### config.mk
export PLATFORM = sky130hd
export DESIGN_NAME = uart_rx_sample_loader_flat
export DESIGN_NICKNAME = d
export VERILOG_FILES = /design/src/rtl/uart_rx_sample_loader_if.sv /design/src/rtl/uart_rx_sample_loader.sv /design/src/flat_wrapper.sv
export SDC_FILE = /design/constraint.sdc
export NUM_CORES = 1
export LEC_CHECK = 0
export ABC_AREA = 1
export BUFFER_PORTS_ARGS = -buffer_cell sky130_fd_sc_hd__buf_2
export CAP_MARGIN = 15
export CORE_MARGIN = 5
export CORE_UTILIZATION = 51
export DETAILED_ROUTE_END_ITERATION = 6
export PLACE_DENSITY_LB_ADDON = 0.15
export SLEW_MARGIN = 10
export SYNTH_ARGS = -nofsm -noshare
export SYNTH_HDL_FRONTEND = slang
export SYNTH_SLANG_ARGS = --single-unit
### constraint.sdc
create_clock -name clk -period 1.35 [get_ports clk]
set_input_delay 0.135 -clock clk [delete_from_list [all_inputs] [get_ports clk]]
set_output_delay 0.135 -clock clk [all_outputs]
set_load 0.03 [all_outputs]
### src/rtl/uart_rx_sample_loader_if.sv
// Bus between the UART sample loader and its surroundings: serial line and restart in,
// complex-sample write port and status strobes out.
interface uart_rx_sample_loader_if #(
  parameter int DATA_W = 8,
  parameter int ADDR_W = 8
);
  logic                     rx_i;
  logic                     clr_i;
  logic                     wr_en_o;
  logic [ADDR_W-1:0]        wr_addr_o;
  logic signed [DATA_W-1:0] wr_real_o;
  logic signed [DATA_W-1:0] wr_imag_o;
  logic                     frame_done_o;
  logic                     frame_err_o;
  logic                     busy_o;

  modport master (
    input  rx_i, clr_i,
    output wr_en_o, wr_addr_o, wr_real_o, wr_imag_o, frame_done_o, frame_err_o, busy_o
  );

  modport slave (
    output rx_i, clr_i,
    input  wr_en_o, wr_addr_o, wr_real_o, wr_imag_o, frame_done_o, frame_err_o, busy_o
  );
endinterface

### src/rtl/uart_rx_sample_loader.sv
// UART receiver that pairs signed bytes (real, then imaginary) into complex samples
// and writes them to sequential addresses of the FFT input buffer.
module uart_rx_sample_loader #(
  parameter int CLKS_PER_BIT = 10,
  parameter int N            = 256,
  parameter int DATA_W       = 8,
  parameter int ADDR_W       = 8
) (
  input  logic clk,
  input  logic rst_n,
  uart_rx_sample_loader_if.master bus
);

  localparam int CNT_W = $clog2(CLKS_PER_BIT);
  localparam int BIT_W = $clog2(DATA_W);
  localparam logic [CNT_W-1:0] HALF_M1  = CNT_W'(CLKS_PER_BIT / 2 - 1);
  localparam logic [CNT_W-1:0] BIT_M1   = CNT_W'(CLKS_PER_BIT - 1);
  localparam logic [BIT_W-1:0] LAST_BIT = BIT_W'(DATA_W - 1);
  localparam logic [ADDR_W-1:0] LAST_ADDR = ADDR_W'(N - 1);

  typedef enum logic [1:0] {IDLE, START, DATA, STOP} state_t;

  state_t                   state_q, state_d;
  logic                     rx_meta_q, rx_meta_d;
  logic                     rx_sync_q, rx_sync_d;
  logic                     rx_prev_q, rx_prev_d;
  logic [CNT_W-1:0]         clk_cnt_q, clk_cnt_d;
  logic [BIT_W-1:0]         bit_idx_q, bit_idx_d;
  logic [DATA_W-1:0]        shift_q, shift_d;
  logic signed [DATA_W-1:0] hold_q, hold_d;
  logic                     phase_q, phase_d;
  logic [ADDR_W-1:0]        count_q, count_d;
  logic                     wr_en_q, wr_en_d;
  logic [ADDR_W-1:0]        wr_addr_q, wr_addr_d;
  logic signed [DATA_W-1:0] wr_real_q, wr_real_d;
  logic signed [DATA_W-1:0] wr_imag_q, wr_imag_d;
  logic                     frame_done_q, frame_done_d;
  logic                     frame_err_q, frame_err_d;
  logic                     stop_tick;

  always_ff @(posedge clk) begin
    if (!rst_n) begin
      state_q      <= IDLE;
      rx_meta_q    <= 1'b1;
      rx_sync_q    <= 1'b1;
      rx_prev_q    <= 1'b1;
      clk_cnt_q    <= '0;
      bit_idx_q    <= '0;
      shift_q      <= '0;
      hold_q       <= '0;
      phase_q      <= 1'b0;
      count_q      <= '0;
      wr_en_q      <= 1'b0;
      wr_addr_q    <= '0;
      wr_real_q    <= '0;
      wr_imag_q    <= '0;
      frame_done_q <= 1'b0;
      frame_err_q  <= 1'b0;
    end else begin
      state_q      <= state_d;
      rx_meta_q    <= rx_meta_d;
      rx_sync_q    <= rx_sync_d;
      rx_prev_q    <= rx_prev_d;
      clk_cnt_q    <= clk_cnt_d;
      bit_idx_q    <= bit_idx_d;
      shift_q      <= shift_d;
      hold_q       <= hold_d;
      phase_q      <= phase_d;
      count_q      <= count_d;
      wr_en_q      <= wr_en_d;
      wr_addr_q    <= wr_addr_d;
      wr_real_q    <= wr_real_d;
      wr_imag_q    <= wr_imag_d;
      frame_done_q <= frame_done_d;
      frame_err_q  <= frame_err_d;
    end
  end

  // Bit timing: every counter wrap lands mid-bit, so STOP exits half a bit before the line
  // could carry the next start edge.
  always_comb begin
    rx_meta_d = bus.rx_i;
    rx_sync_d = rx_meta_q;
    rx_prev_d = rx_sync_q;
    state_d   = state_q;
    clk_cnt_d = clk_cnt_q + 1'b1;
    bit_idx_d = bit_idx_q;
    shift_d   = shift_q;
    stop_tick = 1'b0;
    if (bus.clr_i) begin
      state_d   = IDLE;
      clk_cnt_d = '0;
      bit_idx_d = '0;
    end else begin
      case (state_q)
        IDLE: begin
          clk_cnt_d = '0;
          if (rx_prev_q && !rx_sync_q) begin
            state_d   = START;
            bit_idx_d = '0;
          end
        end
        START: begin
          if (clk_cnt_q == HALF_M1) begin
            clk_cnt_d = '0;
            state_d   = rx_sync_q ? IDLE : DATA;
          end
        end
        DATA: begin
          if (clk_cnt_q == BIT_M1) begin
            clk_cnt_d = '0;
            shift_d   = {rx_sync_q, shift_q[DATA_W-1:1]};
            bit_idx_d = bit_idx_q + 1'b1;
            if (bit_idx_q == LAST_BIT) state_d = STOP;
          end
        end
        STOP: begin
          if (clk_cnt_q == BIT_M1) begin
            clk_cnt_d = '0;
            stop_tick = 1'b1;
            state_d   = IDLE;
          end
        end
        default: state_d = IDLE;
      endcase
    end
  end

  // Byte pairing and write-port outputs; data/address hold between strobes.
  always_comb begin
    bus.busy_o   = (state_q != IDLE);
    hold_d       = hold_q;
    phase_d      = phase_q;
    count_d      = count_q;
    wr_en_d      = 1'b0;
    wr_addr_d    = wr_addr_q;
    wr_real_d    = wr_real_q;
    wr_imag_d    = wr_imag_q;
    frame_done_d = 1'b0;
    frame_err_d  = 1'b0;
    if (bus.clr_i) begin
      phase_d = 1'b0;
      count_d = '0;
    end else if (stop_tick) begin
      if (!rx_sync_q) begin
        frame_err_d = 1'b1;
        phase_d     = 1'b0;
      end else if (!phase_q) begin
        hold_d  = $signed(shift_q);
        phase_d = 1'b1;
      end else begin
        wr_en_d      = 1'b1;
        wr_addr_d    = count_q;
        wr_real_d    = hold_q;
        wr_imag_d    = $signed(shift_q);
        frame_done_d = (count_q == LAST_ADDR);
        count_d      = count_q + 1'b1;
        phase_d      = 1'b0;
      end
    end
  end

  assign bus.wr_en_o      = wr_en_q;
  assign bus.wr_addr_o    = wr_addr_q;
  assign bus.wr_real_o    = wr_real_q;
  assign bus.wr_imag_o    = wr_imag_q;
  assign bus.frame_done_o = frame_done_q;
  assign bus.frame_err_o  = frame_err_q;

endmodule

### src/flat_wrapper.sv
// flat-port wrapper written by rule: the top's interface ports become plain ports
module uart_rx_sample_loader_flat 
#(
  parameter int CLKS_PER_BIT = 10,
  parameter int N            = 256,
  parameter int DATA_W       = 8,
  parameter int ADDR_W       = 8
)
  (clk, rst_n, bus_rx_i, bus_clr_i, bus_wr_en_o, bus_wr_addr_o, bus_wr_real_o, bus_wr_imag_o, bus_frame_done_o, bus_frame_err_o, bus_busy_o);
  uart_rx_sample_loader_if #(.DATA_W(DATA_W), .ADDR_W(ADDR_W)) bus_i ();
  input  logic clk;
  input  logic rst_n;
  input wire logic [$bits(bus_i.rx_i)-1:0] bus_rx_i;
  input wire logic [$bits(bus_i.clr_i)-1:0] bus_clr_i;
  output wire logic [$bits(bus_i.wr_en_o)-1:0] bus_wr_en_o;
  output wire logic [$bits(bus_i.wr_addr_o)-1:0] bus_wr_addr_o;
  output wire logic [$bits(bus_i.wr_real_o)-1:0] bus_wr_real_o;
  output wire logic [$bits(bus_i.wr_imag_o)-1:0] bus_wr_imag_o;
  output wire logic [$bits(bus_i.frame_done_o)-1:0] bus_frame_done_o;
  output wire logic [$bits(bus_i.frame_err_o)-1:0] bus_frame_err_o;
  output wire logic [$bits(bus_i.busy_o)-1:0] bus_busy_o;
  assign bus_i.rx_i = bus_rx_i;
  assign bus_i.clr_i = bus_clr_i;
  assign bus_wr_en_o = bus_i.wr_en_o;
  assign bus_wr_addr_o = bus_i.wr_addr_o;
  assign bus_wr_real_o = bus_i.wr_real_o;
  assign bus_wr_imag_o = bus_i.wr_imag_o;
  assign bus_frame_done_o = bus_i.frame_done_o;
  assign bus_frame_err_o = bus_i.frame_err_o;
  assign bus_busy_o = bus_i.busy_o;
  uart_rx_sample_loader #(.CLKS_PER_BIT(CLKS_PER_BIT), .N(N), .DATA_W(DATA_W), .ADDR_W(ADDR_W)) u_core (.clk(clk), .rst_n(rst_n), .bus(bus_i));
endmodule
==> results of run 1 <==
[critical path, delay by kind of cell, from the launching register on]
kind                       cells  cell delay (ns)
and+or+nand+nor                5             0.50
buffers and inverters          3             0.35
DFF                            1             0.32
adders and majority gates      1             0.14
AOI/OAI and AO/OA              1             0.09
[Yosys cell counts (all sizes together)]
| master | count | area, µm² |
|---|---|---|
| nand3 | 12 | 65.1 |
| xor2 | 2 | 17.5 |
| dfxtp | 64 | 1280 |
| o21ai | 28 | 140 |
| nor3 | 1 | 10.0 |
| nand2 | 71 | 267 |
| nor4 | 1 | 6.26 |
| nand4 | 1 | 6.26 |
| nor2 | 43 | 191 |
| nand3b | 1 | 20.0 |
| clkbuf | 2 | 7.51 |
| buf | 9 | 65.1 |
| ha | 6 | 75.1 |
| a21oi | 45 | 255 |
| inv | 30 | 113 |
| or2 | 2 | 12.5 |
[cell type report]
class                   count  area, µm²  share of cell area (%)
clock inverters             5       55.1                    1.50
repair buffers             70        612                    16.6
inverters                  30        118                    3.20
well taps                  67       83.8                    2.28
flip-flops and latches     64       1290                    35.0
clock buffers              11        151                    4.12
multi-input cells         215       1370                    37.2
[per-stage QoR]
stage / cell area [µm²] / power [W]
final: 3680 / 0.00367
after global routing: 3680 / 0.00381
after CTS: 3390 / 0.00369
after detailed placement: 2920 / 0.00202
after global placement: 2920 / 0.00202
after floorplan: 2550 / 0.00199
[logic make-up after synthesis]
family | after synthesis | share of synthesized area (%)
xor gates and xnor gates | 2 | 0.692
and+or+nand+nor | 132 | 22.8
buffers and inverters | 41 | 7.31
DFF | 64 | 50.6
adders and majority gates | 6 | 2.96
AOI/OAI and AO/OA | 73 | 15.6
[state kept, by name, summed over array words and instances (netlist names), 3 cells and up, named ones only]
name	count
u_core.shift_q	8
u_core.clk_cnt_q	4
u_core.hold_q	8
u_core.bit_idx_q	3
u_core.bus.wr_imag_o	8
u_core.count_q	8
u_core.bus.wr_real_o	8
u_core.bus.wr_addr_o	8
[report_power, final]
| part | total [W] | switching [W] | leakage [nW] | internal, W |
|---|---|---|---|---|
| logic | 0.0000996 | 0.0000701 | 1.00 | 0.0000295 |
| clock network | 0.00167 | 0.000727 | 0.101 | 0.000946 |
| registers | 0.00189 | 0.00000208 | 0.519 | 0.00189 |
[layer usage]
| metal | up-vias | wire [µm] | GRT usage, % |
|---|---|---|---|
| met5 | - | 0 | 0 |
| li1 | 1171 | - | - |
| met3 | 10 | 343 | 4.93 |
| met4 | 0 | 119 | 10.3 |
| met2 | 58 | 3110 | 32.9 |
| met1 | 1074 | 2700 | 23.5 |
[worst paths after layout]
path                                                     start                             end  slack [ns]  cells after the start
worst max-delay path            u_core.clk_cnt_q[1]$_SDFF_PP0_  u_core.shift_q[5]$_SDFFE_PN0P_       -0.11                     10
worst min-delay path                                 bus_clr_i                            flop        0.19                      4
worst max register to register  u_core.clk_cnt_q[1]$_SDFF_PP0_  u_core.shift_q[5]$_SDFFE_PN0P_       -0.11                     10
worst min register to register     u_core.rx_meta_q$_SDFF_PN1_     u_core.rx_prev_d$_SDFF_PN1_        0.42                      1
[what timing repair did]
item	4_1_cts	5_1_grt
resized for setup	32	69
cloned	4	2
pin swaps	9	13
setup endpoints to repair	50	59
hold endpoints to repair	1	0
buffers inserted	12	3
hold buffers	1	0
==> flow_metrics.py, run 1 <==
metrics = {
    "outcome": {
        "status": "finished with violations",
        "violations": "negative setup slack",
    },
    "finish": {
        "diodes": 0,
        "final_cell_mix": "dfxtp_1 (58), nand2_1 (52), nor2_1 (32), buf_2 (30), a21oi_2 (28)",
        "fin_cells": 462,
        "final_core_util_pct": 76.9,
        "drive_gt1_share_pct": 44.1,
        "final_common_cell": "dfxtp_1",
        "final_nets": 400,
        "syn_to_final_growth_pct": 45.3,
        "num-fill-cells": 344,
    },
    "worst_setup_path": {
        "critPathRequiredTime_ns": 1.63,
        "worstPathArrival_ns": 1.74,
        "critPathMaxStageDelay_ns": 0.32,
        "worstSetupEndpointType": "flop",
        "crit_path_start_kind": "flop",
        "crit_chain": "inv_2, ha_4, nand2_4, nor2_4, buf_6, nand2_4, nor2_4, buf_6, o21ai_0, nor2_1",
        "worstPathMaxFanout": 5,
        "crit_path_top_delay_cell": "dfxtp_2",
        "setup.worst_path.class": "reg -> reg",
    },
    "grt": {
        "antenna_found_initial": 0,
        "grt_usage_pct": 19.8,
        "first_global_vias": 2121,
        "grt_max_degree": 28,
        "grt_pass1_wl_mm": 9.69,
        "grt_overflow_total": 0,
    },
    "clocking": {
        "h-tree-depth": 3,
        "clk_pin_slew_worst_paths_ns": 0.07,
        "clock_tree.buffer_depth": 2,
        "cts_buffers": 9,
        "insertion_delay_ns": 0.34,
        "cts-root-buf": "clkbuf_8",
        "cts_tree": "done",
        "cts_sinks": 64,
    },
    "sta": {
        "layout_min_cycle_time_ns": 1.46,
        "fmax_mhz": 684,
        "setup_ws_ns": -0.111,
        "fin_skew_ns": 0.00369,
        "worst_slew_pin_slew_ns": 0.330,
        "finalSetupViolCount": 35,
        "slew_headroom_pct": 77.9,
        "tns_ns": -2.15,
        "whs_ns": 0.195,
        "rsz0062_at_grt": "true",
        "finalHoldViolations": 0,
        "post-route-period-util_pct": 108,
        "drv_slew": 0,
    },
    "die": {
        "fp.dieW_um": 80.5,
        "pin_count": 32,
        "die_y_um": 80.5,
        "die-area_mm2": 0.00647,
        "placeableCoreArea_mm2": 0.00479,
        "row_count": 25,
        "initial_core_util_pct": 52.9,
    },
    "pwr": {
        "p_per_area_mw_per_mm2": 997,
        "peakVddDrop_mv": 0.596,
        "power.leakage_nw": 1.62,
    },
    "yosys": {
        "synth_seq_cells": 64,
        "syn_inst": 318,
        "ys_types": 24,
        "syn_area_mm2": 0.00253,
        "syn_nets": 328,
        "synthesis.area_per_instance_um2": 7.96,
        "yosys_warnings": 0,
        "ys_seq_area_share_pct": 50.6,
    },
    "min_path": {
        "hp-class": "in -> reg",
    },
    "place": {
        "placed_cells": 428,
        "dp_hpwl_mm": 3.54,
        "gp_congestion": 0.832,
        "portBuffers": 31,
        "dp_worst_setup_slack_ns": -0.119,
    },
    "route": {
        "drt_pass1_iterations": 4,
        "ant_nets": 0,
        "remaining_drc_errors": 0,
        "first_iter_violations": 181,
        "routed_via_density": 5.01,
        "wl_per_cell_um": 13.6,
        "vias": 2313,
        "drt-total-wl_mm": 6.27,
    },
    "run": {
        "max_cap_viol_count": 0,
    },
}
(Power assumes the default switching activity.)
==> inputs of run 2 (changes only) <==
CORE_UTILIZATION = 56   (was 51)
REMOVE_ABC_BUFFERS = 1   (was unset)
clock period = 1.5 ns   (was 1.35 ns; I/O delays follow)
==> run 2 against run 1 <==
Effect of this change:
- via count is 2.7% lower
- highest routed layer unchanged
- design area fell by 7.8%
- hold slack improved by 0.014 ns
- utilization grew 0.53 points
- register-to-register slack improved by 0.07 ns
- wire length down 7.5%
- largest cell class is now sequential cells
- first-iteration DRC count is 19% higher
- critical path type unchanged
- the run still ends with negative setup slack left
- critical path depth decreased by 1
- setup slack improved by 0.073 ns
==> flow_metrics.py, run 2 (synthesis results as in run 1) <==
metrics = {
    "sta": {
        "finalHoldViolations": 0,
        "setup_ws_ns": -0.0381,
        "whs_ns": 0.209,
        "rsz0062_at_grt": "true",
        "finalSetupViolCount": 9,
        "fmax_mhz": 650,
        "post-route-period-util_pct": 103,
        "drv_slew": 0,
        "slew_headroom_pct": 76.1,
        "fin_skew_ns": 0.00786,
        "layout_min_cycle_time_ns": 1.54,
        "worst_slew_pin_slew_ns": 0.357,
        "tns_ns": -0.102,
    },
    "pwr": {
        "peakVddDrop_mv": 1.09,
        "power.leakage_nw": 1.52,
        "p_per_area_mw_per_mm2": 1010,
    },
    "die": {
        "die-area_mm2": 0.00597,
        "fp.dieW_um": 77.2,
        "placeableCoreArea_mm2": 0.00438,
        "initial_core_util_pct": 57.8,
        "row_count": 24,
        "pin_count": 32,
        "die_y_um": 77.2,
    },
    "place": {
        "portBuffers": 31,
        "gp_congestion": 0.841,
        "dp_hpwl_mm": 3.37,
    },
    "run": {
        "max_cap_viol_count": 0,
    },
    "worst_setup_path": {
        "reg2reg_slack_ns": -0.04,
        "crit_path_top_delay_cell": "dfxtp_2",
        "worstSetupEndpointType": "flop",
        "path_delay_family": "simple AND/OR/NAND/NOR gates",
        "crit_chain": "inv_2, ha_4, nand2_4, nor2_4, nand3b_4, clkinv_8, clkbuf_16, o21ai_1, a21oi_2",
        "worstPathMaxFanout": 7,
        "critPathMaxStageDelay_ns": 0.33,
        "critPathRequiredTime_ns": 1.78,
        "worstPathArrival_ns": 1.81,
        "crit_path_start_kind": "flop",
        "setup.worst_path.class": "reg -> reg",
        "path_buf_inv": 3,
    },
    "min_path": {
        "hp-class": "in -> reg",
    },
    "clocking": {
        "clk_pin_slew_worst_paths_ns": 0.07,
        "h-tree-depth": 3,
        "cts_buffers": 9,
        "cts_sinks": 64,
        "insertion_delay_ns": 0.34,
        "cts_tree": "done",
        "cts-root-buf": "clkbuf_8",
        "clock_tree.buffer_depth": 2,
    },
    "grt": {
        "antenna_found_initial": 0,
        "grt_use_met3_pct": 5.04,
        "met2_usage_pct": 29.7,
        "first_global_vias": 2070,
        "grt_overflow_total": 0,
        "top_usage_layer": "met2",
        "grt_usage_pct": 18.4,
        "met1_usage_pct": 22.3,
        "grt_pass1_wl_mm": 8.93,
        "grt_max_degree": 28,
    },
    "route": {
        "first_iter_violations": 215,
        "wl_per_cell_um": 13.4,
        "vias": 2250,
        "drt-total-wl_mm": 5.80,
        "routed_via_density": 5.20,
        "remaining_drc_errors": 0,
        "ant_nets": 0,
        "drt_pass1_iterations": 4,
    },
    "finish": {
        "num-fill-cells": 303,
        "diodes": 0,
        "drive_gt1_share_pct": 34.4,
        "final_cell_mix": "nand2_1 (62), dfxtp_1 (62), nor2_1 (37), buf_2 (31), inv_1 (25)",
        "final_core_util_pct": 77.4,
        "final_nets": 386,
        "syn_to_final_growth_pct": 34.0,
    },
    "outcome": {
        "violations": "negative setup slack",
        "status": "finished with violations",
    },
}
==> run 2: path summary, 6_finish.rpt <==
path,from,to,depth (start not counted)
min reg2reg,u_core.rx_meta_q$_SDFF_PN1_,u_core.rx_prev_d$_SDFF_PN1_,1
max reg2reg,u_core.clk_cnt_q[1]$_SDFF_PP0_,u_core.bus.wr_real_o[3]$_SDFFE_PN0P_,9
min,bus_clr_i,flop,4
max,u_core.clk_cnt_q[1]$_SDFF_PP0_,u_core.bus.wr_real_o[3]$_SDFFE_PN0P_,9
==> run 2: stage by stage <==
step,area (µm²),power (W),cells,setup slack (ns)
final,3390,0.00341,433,-0.0381
after global routing,3390,0.00354,433,-0.111
after CTS,3040,0.00343,422,-0.0247
after detailed placement,2790,0.00181,403,-0.0518
after global placement,2790,0.00181,403,-0.00630
after floorplan,2460,0.00178,307,-0.285
==> run 2: power breakdown <==
group | total, W | internal, W | switching [W]
clock | 0.00162 | 0.000971 | 0.000653
sequential | 0.00171 | 0.00170 | 0.00000252
combinational | 0.0000811 | 0.0000233 | 0.0000578
total | 0.00341 | 0.00270 | 0.000714
==> run 2: timing repair <==
action | in CTS | in global routing
setup endpoints to repair | 16 | 49
pin swaps | 1 | 12
buffers inserted | 2 | 7
hold buffers | 1 | 0
cloned | 0 | 4
gates resized for setup | 2 | 56
hold endpoints to repair | 1 | 0
==> run 2: final cells by class <==
type | instances | area, µm² | area share (%)
Clock buffer | 10 | 138 | 4.06
Tap cell | 52 | 65.1 | 1.92
Multi-Input combinational cell | 213 | 1240 | 36.5
Timing Repair Buffer | 58 | 460 | 13.6
Sequential cell | 64 | 1280 | 37.8
Clock inverter | 6 | 82.6 | 2.43
Inverter | 30 | 125 | 3.69
==> run 2: worst min-delay path, stage by stage <==
cell and delay [ns]:
buf_2 0.17, nor2_4 0.09, nand2_1 0.06, nor2_1 0.03
==> run 2: metal layers <==
layer / vias up / wire, µm
met5: - / 0
met4: 0 / 108
met3: 10 / 357
met2: 56 / 2910
met1: 1046 / 2430
li1: 1138 / -
==> inputs of run 3 (changes only) <==
MAX_ROUTING_LAYER = met4   (was unset)
==> run 3 against run 2 <==
Effect of this change:
- the run still ends with negative setup slack left
- clock skew is essentially flat
- setup slack lost 0.00087 ns
- power is essentially flat
- register-to-register slack is essentially flat
- design area shrank 0.77%
- largest cell class unchanged
- largest power group unchanged
==> flow_metrics.py, run 3 (synthesis results as in run 1) <==
metrics = {
    "sta": {
        "post-route-period-util_pct": 103,
        "layout_min_cycle_time_ns": 1.54,
        "drv_slew": 0,
        "tns_ns": -0.0845,
        "finalSetupViolCount": 6,
        "worst_slew_pin_slew_ns": 0.358,
        "rsz0062_at_grt": "true",
        "fmax_mhz": 650,
        "finalHoldViolations": 0,
        "fin_skew_ns": 0.00795,
        "setup_ws_ns": -0.0390,
        "slew_headroom_pct": 76.1,
    },
    "die": {
        "row_count": 24,
        "die-area_mm2": 0.00597,
        "fp.dieW_um": 77.2,
        "placeableCoreArea_mm2": 0.00438,
        "initial_core_util_pct": 57.8,
        "die_y_um": 77.2,
        "pin_count": 32,
    },
    "outcome": {
        "status": "finished with violations",
        "violations": "negative setup slack",
    },
    "worst_setup_path": {
        "worstSetupEndpointType": "flop",
        "cp_num_cells": 9,
        "worstPathArrival_ns": 1.81,
        "crit_path_top_delay_cell": "dfxtp_2",
        "setup.worst_path.class": "reg -> reg",
        "critPathRequiredTime_ns": 1.77,
        "r2r_start": "u_core.clk_cnt_q[1]$_SDFF_PP0_",
        "r2r_cells": 9,
        "crit_chain": "inv_2, ha_4, nand2_4, nor2_4, nand3b_4, clkinv_8, clkbuf_16, o21ai_1, a21oi_2",
        "worstPathMaxFanout": 7,
        "r2r_end": "u_core.bus.wr_real_o[3]$_SDFFE_PN0P_",
        "critPathMaxStageDelay_ns": 0.33,
        "crit_end": "u_core.bus.wr_real_o[3]$_SDFFE_PN0P_",
        "path_delay_family": "simple AND/OR/NAND/NOR gates",
        "critPathLaunch": "u_core.clk_cnt_q[1]$_SDFF_PP0_",
        "crit_path_start_kind": "flop",
        "path_buf_inv": 3,
        "reg2reg_slack_ns": -0.04,
    },
    "clocking": {
        "cts_buffers": 9,
        "insertion_delay_ns": 0.34,
        "cts_sinks": 64,
        "clock_tree.buffer_depth": 2,
        "cts_tree": "done",
        "clk_pin_slew_worst_paths_ns": 0.07,
        "cts-root-buf": "clkbuf_8",
        "h-tree-depth": 3,
    },
    "finish": {
        "diodes": 0,
        "drive_gt1_share_pct": 33.8,
        "final_area_mm2": 0.00337,
        "final_cell_mix": "nand2_1 (62), dfxtp_1 (62), nor2_1 (37), buf_2 (31), inv_1 (25)",
        "num-fill-cells": 307,
        "syn_to_final_growth_pct": 33.0,
        "final_nets": 384,
    },
    "pwr": {
        "p_per_area_mw_per_mm2": 1010,
        "p_int_w": 0.00270,
        "power_switching_share_pct": 21.0,
        "power_frac_seq_pct": 50.0,
        "p_total_w": 0.00341,
        "peakVddDrop_mv": 1.09,
        "pwr-share-comb_pct": 2.4,
        "power.share.clock_pct": 47.7,
        "power.leakage_nw": 1.51,
        "p_sw_w": 0.000716,
    },
    "route": {
        "drt-total-wl_mm": 5.81,
        "wl_per_cell_um": 13.5,
        "remaining_drc_errors": 0,
        "vias": 2227,
        "drt_pass1_iterations": 5,
        "first_iter_violations": 190,
        "ant_nets": 0,
        "routed_via_density": 5.17,
    },
    "place": {
        "gp_congestion": 0.854,
        "portBuffers": 31,
        "dp_hpwl_mm": 3.37,
        "dp_worst_setup_slack_ns": -0.0518,
        "placement.cell_area_mm2": 0.00279,
    },
    "grt": {
        "grt_overflow_total": 0,
        "grt_usage_pct": 19.0,
        "grt_max_degree": 28,
        "grt_pass1_wl_mm": 8.94,
        "antenna_found_initial": 0,
        "first_global_vias": 2069,
    },
    "run": {
        "max_cap_viol_count": 0,
    },
    "min_path": {
        "worstHoldPathCells": 4,
        "hp-class": "in -> reg",
    },
}
[run 3: changes by cell type in the layout (fill, tap and decap cells not counted)]
cell     change
o21ai_1      +1
buf_6        -2
o21ai_2      -1
[run 3: per-stage QoR]
stage	cells	utilization (%)	hold slack [ns]
CTS	422	69.4	0.200
floorplan	307	-	0.239
detailed placement	403	63.6	0.340
global route	431	76.8	0.214
global placement	403	63.6	0.338
finish	431	76.8	0.208
[run 3: how the worst min path moves through the flow]
stage	start	endpoint	slack (ns)
3_3_place_gp	bus_rx_i	u_core.rx_meta_q$_SDFF_PN1_	0.34
5_1_grt	bus_clr_i	flop	0.21
6_report	bus_clr_i	flop	0.21
2_1_floorplan	rst_n	u_core.rx_prev_q$_SDFF_PN1_	0.24
3_5_place_dp	bus_rx_i	u_core.rx_meta_q$_SDFF_PN1_	0.34
4_1_cts	bus_clr_i	flop	0.20
[run 3: power by group through the flow]
stage,Combinational [W],Clock (W),Sequential (W)
6_report,0.0000809,0.00163,0.00171
4_1_cts,0.0000722,0.00166,0.00170
3_3_place_gp,0.0000698,0,0.00174
5_1_grt,0.0000891,0.00174,0.00170
3_5_place_dp,0.0000698,0,0.00174
2_1_floorplan,0.0000381,0,0.00174
[run 3: worst reg2reg max path: cells and delay by family (launching register included)]
family	cells	cell delay, ns
compound gates	2	0.20
simple gates	3	0.44
flops	1	0.33
buf+inv	3	0.36
fa+ha+maj	1	0.14
[run 3: cell type report]
| class | count | area, µm² | area share [%] |
|---|---|---|---|
| Timing Repair Buffer | 56 | 438 | 13.0 |
| Multi-Input combinational cell | 213 | 1230 | 36.7 |
| Clock buffer | 10 | 138 | 4.09 |
| Inverter | 30 | 125 | 3.72 |
| Tap cell | 52 | 65.1 | 1.93 |
| Sequential cell | 64 | 1280 | 38.1 |
| Clock inverter | 6 | 82.6 | 2.45 |
[run 3: what timing repair did]
item | in CTS | in global routing
setup buffers | 2 | 5
hold buffers | 1 | 0
gates resized for setup | 2 | 53
endpoints found under the hold margin | 1 | 0
pin swaps | 1 | 9
cloned | 0 | 4
endpoints found under the setup margin | 16 | 49
[run 3: routing by layer]
layer  track usage, %  up-vias  part of all wire, %
li1                 -     1138                    -
met2             29.7       43                   50
met1             22.3     1035                   44
met4             9.28        0                  2.2
met5                -        -                    0
met3             5.39       11                  4.0
